===== config.mk =====
export PLATFORM = sky130hd
export DESIGN_NAME = dac_tone_sequencer_flat
export DESIGN_NICKNAME = d
export VERILOG_FILES = /design/src/rtl/dac_tone_sequencer_if.sv /design/src/rtl/dac_tone_sequencer.sv /design/src/flat_wrapper.sv
export SDC_FILE = /design/constraint.sdc
export NUM_CORES = 1
export LEC_CHECK = 0
export BUFFER_PORTS_ARGS = -buffer_cell sky130_fd_sc_hd__buf_2
export CAP_MARGIN = 20
export CORE_UTILIZATION = 50
export DETAILED_ROUTE_END_ITERATION = 8
export PLACE_DENSITY = 0.76
export SKIP_LAST_GASP = 1
export SLEW_MARGIN = 10
export SYNTH_ARGS = -nofsm -noshare
export SYNTH_HDL_FRONTEND = slang
export SYNTH_SLANG_ARGS = --single-unit

===== constraint.sdc =====
create_clock -name clk -period 3.7 [get_ports clk]
set_clock_uncertainty 0.05 [all_clocks]
set_input_delay 0.74 -clock clk [delete_from_list [all_inputs] [get_ports clk]]
set_output_delay 0.74 -clock clk [all_outputs]
set_load 0.01 [all_outputs]

===== src/rtl/dac_tone_sequencer_if.sv =====
// DAC serializer stream: one sample per valid/ready handshake.
interface dac_tone_sequencer_if #(
   parameter int unsigned DATA_W = 8
);
   logic [DATA_W-1:0] dac_data;
   logic              dac_valid;
   logic              dac_ready;

   modport master (output dac_data, output dac_valid, input dac_ready);
   modport slave  (input dac_data, input dac_valid, output dac_ready);
endinterface


===== src/rtl/dac_tone_sequencer.sv =====
// Sine-LUT burst sequencer for the OFDM TX DAC path.
// Walks LUT addresses with a fractional phase accumulator, forwards each
// registered LUT sample over a valid/ready stream and parks at midscale when idle.
// Optional build macro DAC_SEQ_ZERO_CROSS_STOP_EN: a stop-triggered end is
// deferred to the first handshake whose phase add wraps the accumulator.
module dac_tone_sequencer #(
   parameter int unsigned       ADDR_W   = 8,
   parameter int unsigned       DATA_W   = 8,
   parameter int unsigned       FRAC_W   = 4,
   parameter int unsigned       LEN_W    = 16,
   parameter logic [DATA_W-1:0] MIDSCALE = DATA_W'(8'h80)
) (
   input  logic                     clk,
   input  logic                     rst,
   input  logic [ADDR_W+FRAC_W-1:0] cfg_step,
   input  logic [ADDR_W-1:0]        cfg_phase0,
   input  logic [LEN_W-1:0]         cfg_len,
   input  logic                     start,
   input  logic                     stop,
   output logic [ADDR_W-1:0]        lut_addr,
   input  logic [DATA_W-1:0]        lut_data,
   dac_tone_sequencer_if.master     dac,
   output logic                     busy,
   output logic                     done
);

   localparam int unsigned ACC_W = ADDR_W + FRAC_W;

   typedef enum logic [1:0] {
      S_IDLE  = 2'd0,
      S_FETCH = 2'd1,
      S_WAIT  = 2'd2,
      S_SHOW  = 2'd3
   } state_e;

   state_e            state_q, state_d;
   logic [ACC_W-1:0]  acc_q, acc_d;
   logic [ACC_W-1:0]  step_q, step_d;
   logic [LEN_W-1:0]  len_q, len_d;
   logic [LEN_W-1:0]  count_q, count_d;
   logic [DATA_W-1:0] dac_data_q, dac_data_d;
   logic              dac_valid_q, dac_valid_d;
   logic              busy_q, busy_d;
   logic              done_q, done_d;
   logic              abort_q, abort_d;

   logic [ACC_W-1:0]  acc_next_c;
   logic [LEN_W-1:0]  count_inc_c;
   logic              abort_end_c;

`ifdef DAC_SEQ_ZERO_CROSS_STOP_EN
   logic carry_c;

   // Phase advance; an abort only ends the burst on a phase wrap.
   assign {carry_c, acc_next_c} = {1'b0, acc_q} + {1'b0, step_q};
   assign abort_end_c = (abort_q | stop) & carry_c;
`else
   // Phase advance; an abort ends the burst at the next handshake.
   assign acc_next_c  = acc_q + step_q;
   assign abort_end_c = abort_q | stop;
`endif

   assign count_inc_c = count_q + LEN_W'(1);

   // Next-state and output computation for the burst sequencer.
   always_comb begin
      state_d     = state_q;
      acc_d       = acc_q;
      step_d      = step_q;
      len_d       = len_q;
      count_d     = count_q;
      dac_data_d  = dac_data_q;
      dac_valid_d = dac_valid_q;
      done_d      = 1'b0;
      abort_d     = abort_q;

      if ((state_q != S_IDLE) && stop) begin
         abort_d = 1'b1;
      end

      unique case (state_q)
         S_IDLE: begin
            if (start) begin
               if (cfg_len != '0) begin
                  step_d  = cfg_step;
                  len_d   = cfg_len;
                  acc_d   = {cfg_phase0, {FRAC_W{1'b0}}};
                  count_d = '0;
                  state_d = S_FETCH;
               end else begin
                  done_d = 1'b1;
               end
            end
         end
         S_FETCH: begin
            state_d = S_WAIT;
         end
         S_WAIT: begin
            dac_data_d  = lut_data;
            dac_valid_d = 1'b1;
            state_d     = S_SHOW;
         end
         S_SHOW: begin
            if (dac.dac_ready) begin
               acc_d       = acc_next_c;
               count_d     = count_inc_c;
               dac_valid_d = 1'b0;
               if ((count_inc_c == len_q) || abort_end_c) begin
                  state_d    = S_IDLE;
                  dac_data_d = MIDSCALE;
                  done_d     = 1'b1;
                  abort_d    = 1'b0;
               end else begin
                  state_d = S_FETCH;
               end
            end
         end
         default: begin
            state_d = S_IDLE;
         end
      endcase

      busy_d = (state_d != S_IDLE);
   end

   // State and output registers, async active-high reset.
   always_ff @(posedge clk or posedge rst) begin
      if (rst) begin
         state_q     <= S_IDLE;
         acc_q       <= '0;
         step_q      <= '0;
         len_q       <= '0;
         count_q     <= '0;
         dac_data_q  <= MIDSCALE;
         dac_valid_q <= 1'b0;
         busy_q      <= 1'b0;
         done_q      <= 1'b0;
         abort_q     <= 1'b0;
      end else begin
         state_q     <= state_d;
         acc_q       <= acc_d;
         step_q      <= step_d;
         len_q       <= len_d;
         count_q     <= count_d;
         dac_data_q  <= dac_data_d;
         dac_valid_q <= dac_valid_d;
         busy_q      <= busy_d;
         done_q      <= done_d;
         abort_q     <= abort_d;
      end
   end

   assign lut_addr      = acc_q[ACC_W-1:FRAC_W];
   assign dac.dac_data  = dac_data_q;
   assign dac.dac_valid = dac_valid_q;
   assign busy          = busy_q;
   assign done          = done_q;

endmodule


===== src/flat_wrapper.sv =====
// flat-port wrapper written by rule: the top's interface ports become plain ports
module dac_tone_sequencer_flat 
#(
   parameter int unsigned       ADDR_W   = 8,
   parameter int unsigned       DATA_W   = 8,
   parameter int unsigned       FRAC_W   = 4,
   parameter int unsigned       LEN_W    = 16,
   parameter logic [DATA_W-1:0] MIDSCALE = DATA_W'(8'h80)
)
  (clk, rst, cfg_step, cfg_phase0, cfg_len, start, stop, lut_addr, lut_data, busy, done, dac_dac_data, dac_dac_valid, dac_dac_ready);
  dac_tone_sequencer_if #(.DATA_W(DATA_W)) dac_i ();
  input  logic clk;
  input  logic rst;
  input  logic [ADDR_W+FRAC_W-1:0] cfg_step;
  input  logic [ADDR_W-1:0] cfg_phase0;
  input  logic [LEN_W-1:0] cfg_len;
  input  logic start;
  input  logic stop;
  output logic [ADDR_W-1:0] lut_addr;
  input  logic [DATA_W-1:0] lut_data;
  output logic busy;
  output logic done;
  output wire logic [$bits(dac_i.dac_data)-1:0] dac_dac_data;
  output wire logic [$bits(dac_i.dac_valid)-1:0] dac_dac_valid;
  input wire logic [$bits(dac_i.dac_ready)-1:0] dac_dac_ready;
  assign dac_dac_data = dac_i.dac_data;
  assign dac_dac_valid = dac_i.dac_valid;
  assign dac_i.dac_ready = dac_dac_ready;
  dac_tone_sequencer #(.ADDR_W(ADDR_W), .DATA_W(DATA_W), .FRAC_W(FRAC_W), .LEN_W(LEN_W), .MIDSCALE(MIDSCALE)) u_core (.clk(clk), .rst(rst), .cfg_step(cfg_step), .cfg_phase0(cfg_phase0), .cfg_len(cfg_len), .start(start), .stop(stop), .lut_addr(lut_addr), .lut_data(lut_data), .dac(dac_i), .busy(busy), .done(done));
endmodule

; ---- Yosys cells after proc, flatten, opt, wreduce, memory -nomap -nowiden
; Cells that the tools add are included.
[totals]
reg_bits = 70
inputBits = 49
elab_cells = 60
[op_classes]
addsub = 2
eq_ne = 8
mux = 27
bitwise = 1
reduce_logical = 12
[ops]
columns = cell, count
row1 = two-way mux 16 bit, 3
row2 = two-way mux 12 bit, 3
row3 = case mux 16 bit (2 select lines), 1
row4 = case mux 12 bit (2 select lines), 1
row5 = "adder 16 x 1 -> 16 bit, second input constant", 1
row6 = equality test 16 bit, 1
row7 = two-way mux 8 bit, 2
row8 = case mux 8 bit (2 select lines), 1
row9 = nonzero test 16 bit, 1
row10 = adder 12 bit, 1
row11 = two-way mux 1 bit, 10
row12 = case mux 2 bit (4 select lines), 1
row13 = nonzero test 2 bit, 4
row14 = two-way mux 2 bit, 3
row15 = AND reduction 3 bit, 2
row16 = "equality test 2 bit, second input constant", 2
row17 = "inequality test 2 x 1 -> 1 bit, second input constant", 2
row18 = "inequality test 2 bit, second input constant", 2
row19 = case mux 1 bit (2 select lines), 2
row20 = AND reduction 4 bit, 1
row21 = "equality test 2 x 1 -> 1 bit, second input constant", 1
row22 = zero test 2 bit, 1
row23 = AND reduction 2 bit, 1
row24 = logical AND 1 bit, 1
row25 = 2 further kinds, 2

; ---- Longest topological paths before layout
; Gate-level depths: netlist of the first run.
[logic_depth]
depth_word = 7
mapped_depth = 11
ltp_nobuf = 9

; ---- Least setup slack after synthesis of the first run
; Ideal clock, no wire load.
[synth_timing]
path_kind = input port to flip-flop
start = in cfg_len[10]
end = reg u_core.count_q[9]
setup_ns = 0.129
arrival_ns = 2.424
required_time_ns = 3.521
path_slack_ns = 1.097
path_stages = 9
path_buffers = 2
cell_sequence = nor4_1 > a41oi_1 > nor2_1 > or2_2 > clkbuf_1 > buf_1 > nor2_1 > o21ai_0 > o41ai_1
[synth_between]
elab_chain_cells = 3
[synth_lines]
columns = element, line_no
row1 = from (decl), flat_wrapper.sv:16  ; input logic [LEN_W-1:0] cfg_len;
row2 = nonzero test 16 bit, dac_tone_sequencer.sv:84  ; if (cfg_len != '0) begin
row3 = inequality test 2 x 1 -> 1 bit (no source line), --
row4 = AND reduction 4 bit (no source line), --
row5 = to (signal assigned), dac_tone_sequencer.sv:144  ; count_q <= count_d;
row6 = to (decl), dac_tone_sequencer.sv:40  ; logic [LEN_W-1:0] count_q, count_d;
; Every way passes these cells.
; A chain may end at the register's enable or synchronous reset.

; ---- Final worst setup path of the first run
[layout_timing]
start = reg u_core.count_q[0]
end = reg u_core.busy_q, in the netlist u_core.busy
[layout_between]
elab_chain_cells = 7
[layout_lines]
columns = element, line_no
row1 = adder 16 x 1 -> 16 bit, dac_tone_sequencer.sv:63  ; assign count_inc_c = count_q + LEN_W'(1);
row2 = equality test 16 bit, dac_tone_sequencer.sv:108  ; if ((count_inc_c == len_q) || abort_end_c) begin
row3 = logical OR 1 bit, dac_tone_sequencer.sv:108
row4 = two-way mux 1 bit, dac_tone_sequencer.sv:108
row5 = two-way mux 2 bit, dac_tone_sequencer.sv:104  ; if (dac.dac_ready) begin
row6 = case mux 2 bit (4 select lines), dac_tone_sequencer.sv:81  ; unique case (state_q)
row7 = net u_core.state_d[0], dac_tone_sequencer.sv:36  ; state_e state_q, state_d;
row8 = nonzero test 2 bit, dac_tone_sequencer.sv:123  ; busy_d = (state_d != S_IDLE);
row9 = net u_core.busy_d, dac_tone_sequencer.sv:43  ; logic busy_q, busy_d;
row10 = to (signal assigned), dac_tone_sequencer.sv:147  ; busy_q <= busy_d;
row11 = to (decl), dac_tone_sequencer.sv:43
; The timed path passes the listed nets, and every way through them passes these cells.

==> key figures, run 1 <==
Outcome
  • Outcome: finished, final reports clean

Floorplanning
  • Core box area: 0.00785 mm^2
  • Site row count: 32
  • Initial Utilization: 0.523
  • I/O Pins: 68
  • Die H: 92.6 um
  • Die ar.: 0.00857 mm^2
  • Chip width: 92.6 um

Setup path
  • Crit path max-delay cell type: dfrtp_1
  • Largest incremental delay on the critical path: 0.47 ns
  • WP data required: 3.88 ns
  • Setup crit start: u_core.count_q[0]
  • Arrival time at the worst endpoint: 3.08 ns
  • Reg2reg start: u_core.count_q[0]
  • CP startpoint kind: flip-flop
  • Worst-path cell chain: ha_1 -> and3_1 -> nand4_1 -> a211o_1 -> a2111oi_4 -> nand4_2 -> a31o_1 -> or2_1
  • Crit Path Class: flip-flop to flip-flop
  • CP delay by family, top: compound AO/OA/AOI/OAI gates
  • Buf/Inv on CP: 0
  • Crit end category: flip-flop
  • Max FO, Critical Path: 8

Global routing
  • Grt ovf: 0
  • Initial antenna violation count: 0
  • Largest net degree at the start of global routing: 30
  • First-pass GRT wire length: 15500 um
  • Vias in the first global route: 3200
  • Gr usage total: 0.231

Power and ir drop
  • VDD IR-drop max: 463 uV
  • P per Cell Area: 746 mW/mm^2
  • Leakage: 2.10 nW

Job
  • Maxcap violations: 0

Layout
  • Fin area: 0.00469 mm^2
  • Nets: 536
  • Fraction of layout cells with a size suffix above 1: 0.280
  • Final Util: 0.598
  • Filler cell count: 691
  • Sequential cell area: 0.00175 mm^2
  • Area of the multi-input gates: 0.00219 mm^2
  • Area grow syn2layout: 14.4%
  • Ant. Diodes: 0

STA
  • Pins Over Slew Limit: 0
  • Post-Route Setup TNS: 0 ns
  • FMAX: 345 MHz
  • Slew margin rel.: 0.400
  • Final setup vio count: 0
  • RSZ-0062 raised after global routing: no
  • Worst slew pin tran: 0.898 ns
  • Minimum clock period: 2.90 ns
  • Final period util: 0.784
  • Final Hold Fails: 0

Route
  • WL per Instance: 15.7 um
  • DR iter-0 viols: 202
  • Vias: 3331
  • Drt first pass iters: 5
  • Vias/cell: 5.77
  • Routed Antenna Nets: 0
  • Final wirelength: 9030 um
  • DR DRC count: 0

Yosys
  • Synth Instances: 411
  • Syn Area/Cell: 9.98 um^2
  • Share of the synthesized area in the top cell type: 0.421
  • Top cell type by total area after synthesis: dfrtp_1
  • Unique masters post-synth: 57
  • Syn Nets: 477
  • Post-synthesis cell area: 0.00410 mm^2
  • Post-synth EDFFs: 0
  • Synth warn: 0
  • Synth Flop Type: dfrtp_1
  • Fraction of registers with async set/reset: 1.00
  • Largest cells by area after synthesis: dfrtp_1 (42%), mux2_2 (7.7%), ha_1 (4.9%)
  • Post-synthesis sequential element count: 70
  • Post-synthesis sequential area ratio: 0.427

Clock network
  • Hold Buf Count CTS: 0
  • Maximum root-to-sink buffer count: 2
  • Clk_lat worst skew: 0.34 ns
  • Clk sinks: 70
  • Htree depth: 3
  • Clock-pin slew on the worst setup and hold paths: 0.08 ns
  • CTS tree: yes
  • TritonCTS Buffers: 9
  • Clock root buffer master: clkbuf_8
  • Setup Buffers After CTS: 0
  • Post-CTS Resized: 0

Placement
  • I/O Buffers: 67
  • HPWL after DPL: 6650 um
  • Post-DP Area: 0.00449 mm^2
  • Routability cong.: 0.855

Worst hold path
  • HP Class: input pin to asynchronous set/reset pin
per-layer routing:
layer,up-vias,routed length [um],track usage
met4,0,127,0.0768
met5,-,0,0
met1,1584,4040,0.314
met3,14,450,0.0361
met2,116,4410,0.376
li1,1617,-,-
area by class of cell:
type | count | area share
Tap cell | 102 | 0.0272
Clock buffer | 10 | 0.0293
Timing Repair Buffer | 76 | 0.0858
Multi-Input combinational cell | 308 | 0.467
Sequential cell | 70 | 0.374
Inverter | 5 | 0.00400
Clock inverter | 6 | 0.0131
worst paths after layout:
check                           cells after the start  slack (ns)                     end
worst max-delay path                                8        0.80             u_core.busy
worst min-delay path                                2        0.39         u_core.acc_q[9]
worst max register to register                      8        0.80             u_core.busy
worst min register to register                      2        0.45         u_core.acc_q[3]
max in group asynchronous                           3        2.47  u_core.dac.dac_data[7]
min in group clk                                    2        0.45         u_core.acc_q[3]
cell usage after synthesis, types with 3 or more instances:
| master | number |
|---|---|
| a21oi_1 | 20 |
| o31ai_1 | 9 |
| and2_1 | 3 |
| or3_1 | 5 |
| buf_4 | 8 |
| nor3_1 | 6 |
| nand2_1 | 38 |
| xnor2_1 | 21 |
| dfrtp_1 | 69 |
| o21ai_0 | 31 |
| o41ai_1 | 4 |
| nand3_1 | 14 |
| a31oi_1 | 11 |
| nor3b_1 | 3 |
| a22o_1 | 5 |
| mux2i_1 | 8 |
| clkbuf_1 | 11 |
| nor4_1 | 7 |
| xor2_1 | 9 |
| inv_1 | 5 |
| buf_2 | 4 |
| mux2_2 | 28 |
| nand4_1 | 4 |
| or2_2 | 4 |
| and3_1 | 3 |
| ha_1 | 16 |
| nor2_1 | 23 |
| a21o_1 | 5 |
logic make-up after synthesis:
| kind of cell | count (synthesis) | share of synthesized area |
|---|---|---|
| muxes | 36 | 0.0964 |
| and+or+nand+nor | 123 | 0.153 |
| DFF | 70 | 0.427 |
| buffers and inverters | 33 | 0.0427 |
| adders and majority gates | 17 | 0.0537 |
| xor gates and xnor gates | 30 | 0.0641 |
| AOI/OAI and AO/OA | 102 | 0.163 |
state kept, by name, indices dropped and copies added (netlist names):
signal                flops
u_core.count_q           16
u_core.len_q             16
u_core.acc_q             12
u_core.step_q            12
u_core.dac.dac_data       8
u_core.state_q            2
u_core.abort_q            1
u_core.busy               1
u_core.dac.dac_valid      1
u_core.done               1
through the flow:
stage / hold slack [ns] / cells / total power, mW / setup slack [ns]
2_1_floorplan: 0.403 / 411 / 2.53 / 1.10
3_3_place_gp: 0.421 / 561 / 2.82 / 0.974
3_5_place_dp: 0.428 / 561 / 2.89 / 0.839
4_1_cts: 0.395 / 577 / 3.52 / 0.830
5_1_grt: 0.443 / 577 / 3.78 / 0.625
6_report: 0.388 / 577 / 3.50 / 0.799
power by group:
part           leakage [nW]  total (mW)  internal, mW  switching (mW)
clock                 0.102       0.620         0.327           0.292
combinational          1.12        1.62         0.780           0.842
sequential            0.878        1.26          1.05           0.214
placed cells by master, fill, tap and decap left out, types with 4 or more instances in the layout:
master,synthesis,layout
a21o_1,5,5
a21oi_1,20,20
a22o_1,5,5
a31oi_1,11,11
buf_2,4,67
buf_4,8,9
clkbuf_8,0,10
dfrtp_1,69,69
ha_1,16,16
inv_1,5,4
mux2_2,28,28
mux2i_1,8,8
nand2_1,38,38
nand3_1,14,14
nand4_1,4,4
nor2_1,23,23
nor3_1,6,6
nor4_1,7,7
o21ai_0,31,31
o31ai_1,9,9
o41ai_1,4,4
or2_2,4,4
or3_1,5,5
xnor2_1,21,21
xor2_1,9,9
Power figures use the tool's default switching activity.
==> inputs of run 2 (changes only) <==
clock period = 2.9 ns   (was 3.7 ns; I/O delays follow)
==> key figures, run 2 (same netlist as run 1, synthesis figures left out) <==
Setup path
  • R2R Setup Slk: 0.19 ns
  • Crit path max-delay cell type: or4b_2
  • Crit Path Class: flip-flop to flip-flop
  • R2r worst-path depth: 8
  • Arrival time at the worst endpoint: 2.94 ns
  • Reg2reg start: u_core.step_q[1]
  • Max FO, Critical Path: 3
  • WP data required: 3.13 ns
  • CP delay by family, top: compound AO/OA/AOI/OAI gates
  • Buf/Inv on CP: 0
  • R2R Path End: u_core.acc_q[11]
  • Worst-path cell chain: ha_1 -> a211oi_1 -> o21a_1 -> o31ai_1 -> o41ai_1 -> xor2_1 -> or4b_2 -> nand3_1
  • Largest incremental delay on the critical path: 0.62 ns
  • Crit end category: flip-flop
  • CP startpoint kind: flip-flop

Route
  • DR iter-0 viols: 230
  • Routed Antenna Nets: 0
  • DR DRC count: 0
  • Final wirelength: 9060 um
  • WL per Instance: 15.6 um
  • Vias/cell: 5.70
  • Drt first pass iters: 4
  • Vias: 3314

Power and ir drop
  • Clock share of power: 0.170
  • Psw: 1.72 mW
  • Post-layout total power: 4.46 mW
  • Leakage: 2.11 nW
  • Switching share of power: 0.386
  • P per Cell Area: 945 mW/mm^2
  • Reg power frac: 0.361
  • VDD IR-drop max: 701 uV
  • Internal: 2.74 mW
  • Comb pwr share: 0.469

Clock network
  • Clock root buffer master: clkbuf_8
  • Htree depth: 3
  • Post-CTS Resized: 0
  • Hold Buf Count CTS: 0
  • CTS tree: yes
  • TritonCTS Buffers: 9
  • Clk_lat worst skew: 0.34 ns
  • Maximum root-to-sink buffer count: 2
  • Clock-pin slew on the worst setup and hold paths: 0.07 ns
  • Setup Buffers After CTS: 0
  • Clk sinks: 70

STA
  • Minimum clock period: 2.71 ns
  • Pins Over Slew Limit: 0
  • Final Hold Fails: 0
  • Worst slew pin tran: 0.649 ns
  • Final setup vio count: 0
  • FMAX: 369 MHz
  • RSZ-0062 raised after global routing: no
  • Post-Route Setup TNS: 0 ns
  • Slew margin rel.: 0.567
  • Final period util: 0.935

Layout
  • Most common cell after layout, fill and taps aside: dfrtp_1
  • Ant. Diodes: 0
  • Fraction of layout cells with a size suffix above 1: 0.280
  • Sequential cell area: 0.00175 mm^2
  • Area of the multi-input gates: 0.00219 mm^2
  • Fin area: 0.00472 mm^2
  • Nets: 540
  • Most frequent cells in the layout: dfrtp_1 (69), buf_2 (67), nand2_1 (38), o21ai_0 (31), mux2_2 (28)
  • Filler cell count: 692
  • Top Registers: u_core.count_q (16), u_core.len_q (16)
  • Area grow syn2layout: 15.1%

Global routing
  • Largest net degree at the start of global routing: 41
  • Grt ovf: 0
  • Gr usage total: 0.230
  • Initial antenna violation count: 0
  • First-pass GRT wire length: 15500 um
  • Vias in the first global route: 3381

Floorplanning
  • Site row count: 32
  • Core box area: 0.00785 mm^2
  • Chip width: 92.6 um
  • Initial Utilization: 0.523
  • Die H: 92.6 um
  • Die ar.: 0.00857 mm^2
  • I/O Pins: 68

Placement
  • Post-DP Area: 0.00454 mm^2
  • Routability cong.: 0.882
  • I/O Buffers: 67
  • HPWL after DPL: 6710 um

Outcome
  • Outcome: finished, final reports clean

Worst hold path
  • HP Class: input pin to asynchronous set/reset pin

Job
  • Maxcap violations: 0
==> run 2: power groups by stage <==
| stage | Clock (mW) | Combinational, mW | Sequential [mW] |
|---|---|---|---|
| floorplan | 0 | 1.66 | 1.57 |
| global placement | 0 | 2.02 | 1.60 |
| detailed placement | 0 | 2.08 | 1.63 |
| CTS | 0.775 | 2.10 | 1.61 |
| global route | 0.815 | 2.34 | 1.66 |
| finish | 0.758 | 2.09 | 1.61 |
==> run 2: area by class of cell <==
cell class                      count  share of cell area
Multi-Input combinational cell    308               0.464
Sequential cell                    70               0.371
Timing Repair Buffer               80              0.0944
Clock buffer                       12              0.0286
Tap cell                          102              0.0270
Clock inverter                      4              0.0101
Inverter                            5             0.00398
==> run 2: worst max path at each step <==
stage                             endpoint  cells after the start               from  slack, ns
after global placement    u_core.acc_q[11]                      8   u_core.step_q[1]       0.30
after floorplan                u_core.busy                      9  u_core.count_q[0]       0.37
after detailed placement  u_core.acc_q[11]                      8   u_core.step_q[1]       0.23
after global routing      u_core.acc_q[11]                      8   u_core.step_q[1]       0.05
after CTS                 u_core.acc_q[11]                      8   u_core.step_q[1]       0.18
final                     u_core.acc_q[11]                      8   u_core.step_q[1]       0.19
==> run 2: metrics by stage <==
step	utilization	hold slack (ns)	std cells	setup slack, ns
after floorplan	-	0.403	411	0.373
after global placement	0.578	0.420	565	0.296
after detailed placement	0.578	0.431	565	0.232
after CTS	0.601	0.289	581	0.182
after global routing	0.601	0.334	581	0.0486
final	0.601	0.276	581	0.189
==> run 2: worst register-to-register path: cells and delay by family (launching register included) <==
family,cells,cell delay [ns]
compound gates,4,1.01
xor+xnor,1,0.13
flops,1,0.42
fa+ha+maj,1,0.33
simple gates,2,0.72
==> run 2: per-layer routing <==
metal	vias up	GRT usage	share of wire
met3	20	0.0452	0.045
met1	1589	0.295	0.44
li1	1613	-	-
met5	-	0	0
met4	0	0.104	0.028
met2	92	0.375	0.48
